==> src/rtl/fetch_pc_unit.sv <==
// Stage-1 PC generator and instruction fetch sequencer: one outstanding imem request,
// a one-entry skid behind the decode output register, redirect squash and misalignment trap.
module fetch_pc_unit #(
    parameter logic [31:0] RESET_PC = 32'h0000_0000,
    parameter logic [31:0] PC_INC   = 32'd4
) (
    input  logic        clk,
    input  logic        n_rst,
    input  logic        redirect_valid,
    input  logic [31:0] redirect_pc,
    input  logic        if_stall,
    output logic        imem_req,
    output logic [31:0] imem_addr,
    input  logic        imem_gnt,
    input  logic        imem_rvalid,
    input  logic [31:0] imem_rdata,
    output logic        if_valid,
    output logic [31:0] if_instr,
    output logic [31:0] if_pc,
    output logic        flush_o,
    output logic        exc_misalign,
    output logic [31:0] exc_addr,
    output logic [1:0]  dbg_state
);

    typedef enum logic [1:0] {
        S_FETCH   = 2'd0,
        S_WAIT    = 2'd1,
        S_DISCARD = 2'd2,
        S_HALT    = 2'd3
    } state_t;

    state_t      state;
    state_t      state_next;
    logic [31:0] pc;
    logic [31:0] req_pc;
    logic        halt_pending;
    logic        skid_valid;
    logic [31:0] skid_instr;
    logic [31:0] skid_pc;
    logic        out_free;
    logic        misaligned;
    logic        owed;
    logic        take_rsp;
    logic        grant;

    // imem_req depends only on registered state and redirect_valid, never on rdata/rvalid.
    always_comb begin
        out_free   = !if_valid || !if_stall;
        misaligned = redirect_pc[1:0] != 2'b00;
        owed       = (state == S_WAIT || state == S_DISCARD) && !imem_rvalid;
        take_rsp   = (state == S_WAIT) && imem_rvalid && !redirect_valid;
        imem_req   = n_rst && (state == S_FETCH) && !skid_valid && !redirect_valid;
        imem_addr  = {pc[31:2], 2'b00};
        grant      = imem_req && imem_gnt;
        flush_o    = redirect_valid;
        dbg_state  = state;

        state_next = state;
        if (redirect_valid) begin
            if (owed)            state_next = S_DISCARD;
            else if (misaligned) state_next = S_HALT;
            else                 state_next = S_FETCH;
        end else begin
            case (state)
                S_FETCH:   if (grant) state_next = S_WAIT;
                S_WAIT:    if (imem_rvalid) state_next = S_FETCH;
                S_DISCARD: if (imem_rvalid) state_next = halt_pending ? S_HALT : S_FETCH;
                default:   state_next = S_HALT;
            endcase
        end
    end

    always_ff @(posedge clk) begin
        if (!n_rst) state <= S_FETCH;
        else        state <= state_next;
    end

    always_ff @(posedge clk) begin
        if (!n_rst) begin
            pc           <= RESET_PC;
            req_pc       <= 32'd0;
            halt_pending <= 1'b0;
            if_valid     <= 1'b0;
            if_instr     <= 32'd0;
            if_pc        <= 32'd0;
            skid_valid   <= 1'b0;
            skid_instr   <= 32'd0;
            skid_pc      <= 32'd0;
            exc_misalign <= 1'b0;
            exc_addr     <= 32'd0;
        end else if (redirect_valid) begin
            pc           <= redirect_pc;
            if_valid     <= 1'b0;
            skid_valid   <= 1'b0;
            // Remembered so a pending DISCARD knows whether to resume or halt.
            halt_pending <= misaligned;
            if (misaligned) begin
                exc_misalign <= 1'b1;
                exc_addr     <= redirect_pc;
            end else begin
                exc_misalign <= 1'b0;
            end
        end else begin
            if (grant) begin
                req_pc <= pc;
                pc     <= pc + PC_INC;
            end
            if (out_free) begin
                if (skid_valid) begin
                    if_valid   <= 1'b1;
                    if_instr   <= skid_instr;
                    if_pc      <= skid_pc;
                    skid_valid <= 1'b0;
                end else if (take_rsp) begin
                    if_valid <= 1'b1;
                    if_instr <= imem_rdata;
                    if_pc    <= req_pc;
                end else begin
                    if_valid <= 1'b0;
                end
            end else if (take_rsp) begin
                skid_valid <= 1'b1;
                skid_instr <= imem_rdata;
                skid_pc    <= req_pc;
            end
        end
    end

endmodule

==> config.mk <==
export PLATFORM = sky130hd
export DESIGN_NAME = fetch_pc_unit
export DESIGN_NICKNAME = d
export VERILOG_FILES = /design/src/rtl/fetch_pc_unit.sv
export SDC_FILE = /design/constraint.sdc
export NUM_CORES = 1
export LEC_CHECK = 0
export BUFFER_PORTS_ARGS = -buffer_cell sky130_fd_sc_hd__buf_2
export CORE_MARGIN = 3
export CORE_UTILIZATION = 55
export DETAILED_ROUTE_END_ITERATION = 16
export PLACE_DENSITY_LB_ADDON = 0.15
export RECOVER_POWER = 50
export SETUP_SLACK_MARGIN = 0.02
export SLEW_MARGIN = 20
export SYNTH_ARGS = -nofsm -noshare
export SYNTH_HDL_FRONTEND = slang
export SYNTH_SLANG_ARGS = --single-unit
export TNS_END_PERCENT = 50
==> constraint.sdc <==
create_clock -name clk -period 2.82 [get_ports clk]
set_clock_uncertainty 0.1 [all_clocks]
set_input_delay 0.564 -clock clk [delete_from_list [all_inputs] [get_ports clk]]
set_output_delay 0.564 -clock clk [all_outputs]
set_load 0.02 [all_outputs]
== Yosys cells after proc, flatten, opt, wreduce, memory -nomap -nowiden ==
Cells that the tools add are included.
Operators by class
  add/sub/neg operators: 1
  equal/unequal tests: 5
  multiplexer cells: 17
  bitwise operators: 3
  reduce and logical (&&, ||, !) cells: 25
Operator list (count)
  $mux W32: 6
  $add A32 B3 Y32 const B: 1
  $mux W2: 7
  $ne A3 B3 Y1 const B: 3
  $reduce_and A3 Y1: 3
  $logic_and A1 B1 Y1: 7
  $pmux W2 S3: 1
  $reduce_bool A2 Y1: 3
  $logic_not A1 Y1: 5
  $reduce_and A2 Y1: 2
  $mux W1: 3
  $not A1 Y1: 3
  $reduce_or A3 Y1: 1
  $eq A2 B1 Y1 const B: 1
  $eq A2 B2 Y1 const B: 1
  $logic_not A2 Y1: 1
  $logic_or A1 B1 Y1: 2
  $reduce_or A2 Y1: 1
Storage, ports and cells
  bits in registers: 230
  bits of input ports: 70
  output and inout bits: 134
  word-level logic and storage cells: 63

== Longest topological paths before layout ==
  depth in word-level cells: 8
  mapped depth: 10
  depth with buffers taken out: 6

== Least setup slack after synthesis ==
OpenSTA, ideal clock, no wires.
  path type: reg-to-reg
  start: reg state[0] (netlist: dbg_state[0])
  end: reg pc[17]
  library setup time: 122 ps
  arrival: 1946 ps
  required time: 2598 ps
  slack: 653 ps
  cell stages (with the launch flop): 9
  path buffers: 2
  period minus slack after synthesis: 2167 ps
  cell sequence: dfxtp_1 inv_1 ha_1 buf_2 nand3b_4 or3_1 clkbuf_1 o31a_1 o311a_1
On the way
  longest elaborated chain between the ends: 6
Ends and longest elaborated chain
  start: declaration: RTL line 33  | state_t state;
  start signal: assignment: RTL line 76  | else state <= state_next;
  $logic_not A2 Y1: RTL line 53  | imem_req = n_rst && (state == S_FETCH) && !skid_valid && !redirect_valid;
  $logic_and A1 B1 Y1 (3 in series): RTL line 53
  $logic_and A1 B1 Y1: RTL line 55  | grant = imem_req && imem_gnt;
  $reduce_bool A2 Y1 (no line)
  end signal: assignment: RTL line 93  | pc <= redirect_pc;
  end signal: assignment: RTL line 107  | pc <= pc + PC_INC;
  end: declaration: RTL line 35  | logic [31:0] pc;
Every way passes these cells.
A chain may end at the register's enable or synchronous reset.

== Final worst setup path ==
  start: reg state[1] (netlist: dbg_state[1])
  end: out imem_req
On the way
  longest elaborated chain between the ends: 4
Ends and longest elaborated chain
  $logic_not A2 Y1: RTL line 53
  $logic_and A1 B1 Y1 (3 in series): RTL line 53
  end: declaration: RTL line 12  | output logic imem_req,
Every way passes these cells.

==> flow_metrics.tcl <==
set metrics [dict create \
    slew_headroom_pct 5.50 \
    clk_latency_ns 0.50 \
    required_ns 2.16 \
    worstMarginPinSlew_ns 1.42 \
    synthSimpleGateAreaFrac_pct 20.4 \
    ant_nets 0 \
    ys_dominant_reg_cell "dfxtp_1" \
    grt_overflow_total 0 \
    wl_per_cell_microns 15.8 \
    synth_warnings 0 \
    grt_max_degree 129 \
    drt-met1-wl_mm 10.7 \
    switchingPower_mw 1.86 \
    start_util_pct 57.2 \
    place_congestion 0.922 \
    die_h_microns 139 \
    seq_power_share_pct 48.0 \
    cts_setup_buffers 0 \
    p_int_mw 5.37 \
    post_cts_resized 0 \
    ys_types 56 \
    combPwrFrac_pct 10.9 \
    grt_pass1_wl_mm 39.2 \
    clk_path_buf_depth 3 \
    worstSetupEndpointType "output pin" \
    met3_length_mm 1.91 \
    critPathMaxStageDelay_ns 0.37 \
    power_switching_share_pct 25.8 \
    finalSetupViolations 0 \
    final_cell_mix "nand2_1 (279), dfxtp_1 (228), a21oi_1 (140)" \
    vias 8464 \
    ys_ff_latch 229 \
    drv_slew 0 \
    cts_hold_buf 0 \
    dieArea_sq_um 19200 \
    drtPass1Iterations 5 \
    clock-sinks 229 \
    finalCriticalPeriod_ns 2.59 \
    grt_pass1_vias 7703 \
    placementRows 47 \
    maxCapViolCount 0 \
    drt-initial-drc-count 519 \
    setup_tns_ns 0 \
    clockRootBuffer "clkbuf_16" \
    crit_arrival_ns 1.92 \
    hold_path.class "input port to flop" \
    rsz0062_at_grt "false" \
    cts-buffers-inserted 24 \
    p_leak_nw 3.68 \
    die_w_microns 139 \
    slowest_stage "nor3b_1" \
    nets 1367 \
    io_pins 204 \
    synth_top_family_by_area "simple AND/OR/NAND/NOR gates" \
    ys_seq_area_share_pct 47.5 \
    yosys.area.top_type "dfxtp_1" \
    layout_commonest_cell "nand2_1" \
    status "finished clean" \
    fill_cells 1544 \
    antenna_cells 0 \
    synth_edf_count 0 \
    crit_buf_inv 2 \
    cts_tree "built" \
    power_per_cell_area_nw_per_um2 650 \
    synthXorXnorAreaFrac_pct 0.453 \
    p_clk_share_pct 41.1 \
    post-route-period-util_pct 91.7 \
    syn_inst 1167 \
    avgSynthCellArea_sq_um 8.28 \
    core_sq_um 16900 \
    synthAdderAreaFrac_pct 0.648 \
    drt-vias-per-instance 5.55 \
    htreeDepth 1 \
    vdd_drop_max_v 0.000500 \
    power_mw 7.23 \
    numPortBuffers 201 \
    antenna_found_initial 1 \
    syn-cell-area_sq_um 9660 \
    synth-compound-area-share_pct 17.2 \
    hold_viol 0 \
    path_class "flop to output pin" \
    drive_gt1_share_pct 10.5 \
    area_growth_pct 15.2 \
    dr.max_layer_used "met5" \
    synthTopCellsByArea "dfxtp_1 (47%), nand2_1 (11%), a21oi_1 (7.3%), mux2i_1 (6.9%), a211oi_1 (5.4%)" \
    crit_family "simple AND/OR/NAND/NOR gates" \
    routed_wl_mm 24.0 \
    clk_pin_slew_ns 0.06 \
    track_usage_pct 23.9 \
    yosysTopAreaCellShare_pct 47.5 \
    drc 0 \
    dp_hpwl_mm 15.8 \
    worstPathMaxFanout 8 \
    path_cells "inv_1 -> ha_1 -> nor3b_1 -> buf_2" \
    route.met2.wl_mm 10.8 \
    crit_path_start_kind "flop" \
    synth.area.mux_share_pct 7.06 \
    synth-async-reset-ratio_pct 0 \
    fmax_ghz 0.387 \
]
path summary, 6_finish.rpt:
kind / start / endpoint / slack [ns] / cells past startpoint
max reg2reg: dbg_state[1]$_SDFFE_PN0P_ / pc[28]$_SDFFE_PN0P_ / 0.31 / 6
min reg2reg: skid_instr[4]$_SDFFE_PN0P_ / skid_instr[4]$_SDFFE_PN0P_ / 0.35 / 2
max: dbg_state[1]$_SDFFE_PN0P_ / imem_req / 0.23 / 4
min: redirect_pc[14] / exc_addr[14]$_SDFFE_PN0P_ / 0.21 / 3
cell usage after synthesis (12+ instances only):
library cell	count
buf_4	33
dfxtp_1	229
nand2_1	279
nand3_1	14
clkbuf_1	76
nand4_1	12
a21oi_1	140
o21ai_0	14
nor2_1	85
nor3_1	12
mux2i_1	67
a211oi_1	70
sequential cells by signal, summed over array words and instances, names as in the netlist:
name,flops
skid_instr,32
dbg_state,2
if_valid,1
exc_misalign,1
skid_pc,32
skid_valid,1
pc,32
req_pc,32
if_instr,32
exc_addr,32
if_pc,32
tightest hold or removal path: cells and delay by family:
kind	cells	cell delay (ns)
buffers and inverters	1	0.11
and+or+nand+nor	1	0.05
AOI/OAI and AO/OA	1	0.05
layout make-up:
cell class	count	area (sq um)	area share [%]
clock inverter	5	28.8	0.259
sequential	229	4590	41.2
multi-input combinational	802	4450	40.0
timing repair buffer	223	1020	9.13
inverter	12	48.8	0.439
tap	220	275	2.47
clock buffer	34	719	6.47
cell families after synthesis:
kind of cell | count (synthesis)
and+or+nand+nor | 453
AOI/OAI and AO/OA | 269
DFF | 229
buffers and inverters | 137
muxes | 68
adders and majority gates | 5
xor gates and xnor gates | 5
other | 1
through the flow:
stage | utilization, % | area (sq um) | hold WS (ns) | instances | setup WS (ns)
detailed placement | 62.7 | 10600 | 0.343 | 1486 | 0.336
finish | 65.9 | 11100 | 0.207 | 1525 | 0.234
CTS | 67.1 | 11300 | 0.189 | 1525 | 0.196
global route | 65.9 | 11100 | 0.192 | 1525 | 0.0412
global placement | 62.7 | 10600 | 0.338 | 1486 | 0.447
floorplan | - | 9660 | 0.332 | 1168 | 0.653
layer usage:
metal / vias up / track usage, %
li1: 4267 / -
met1: 3851 / 32.7
met2: 298 / 38.0
met3: 46 / 5.39
met4: 2 / 7.12
met5: - / 0
power groups by stage:
stage	Sequential (mW)	Clock, mW	Combinational (mW)
3_3_place_gp	3.53	0	0.815
3_5_place_dp	3.54	0	0.823
5_1_grt	3.49	3.17	0.866
4_1_cts	3.47	3.04	0.827
2_1_floorplan	3.62	0	0.467
6_report	3.47	2.97	0.787
No activity file was read; power rests on OpenSTA's default activity.
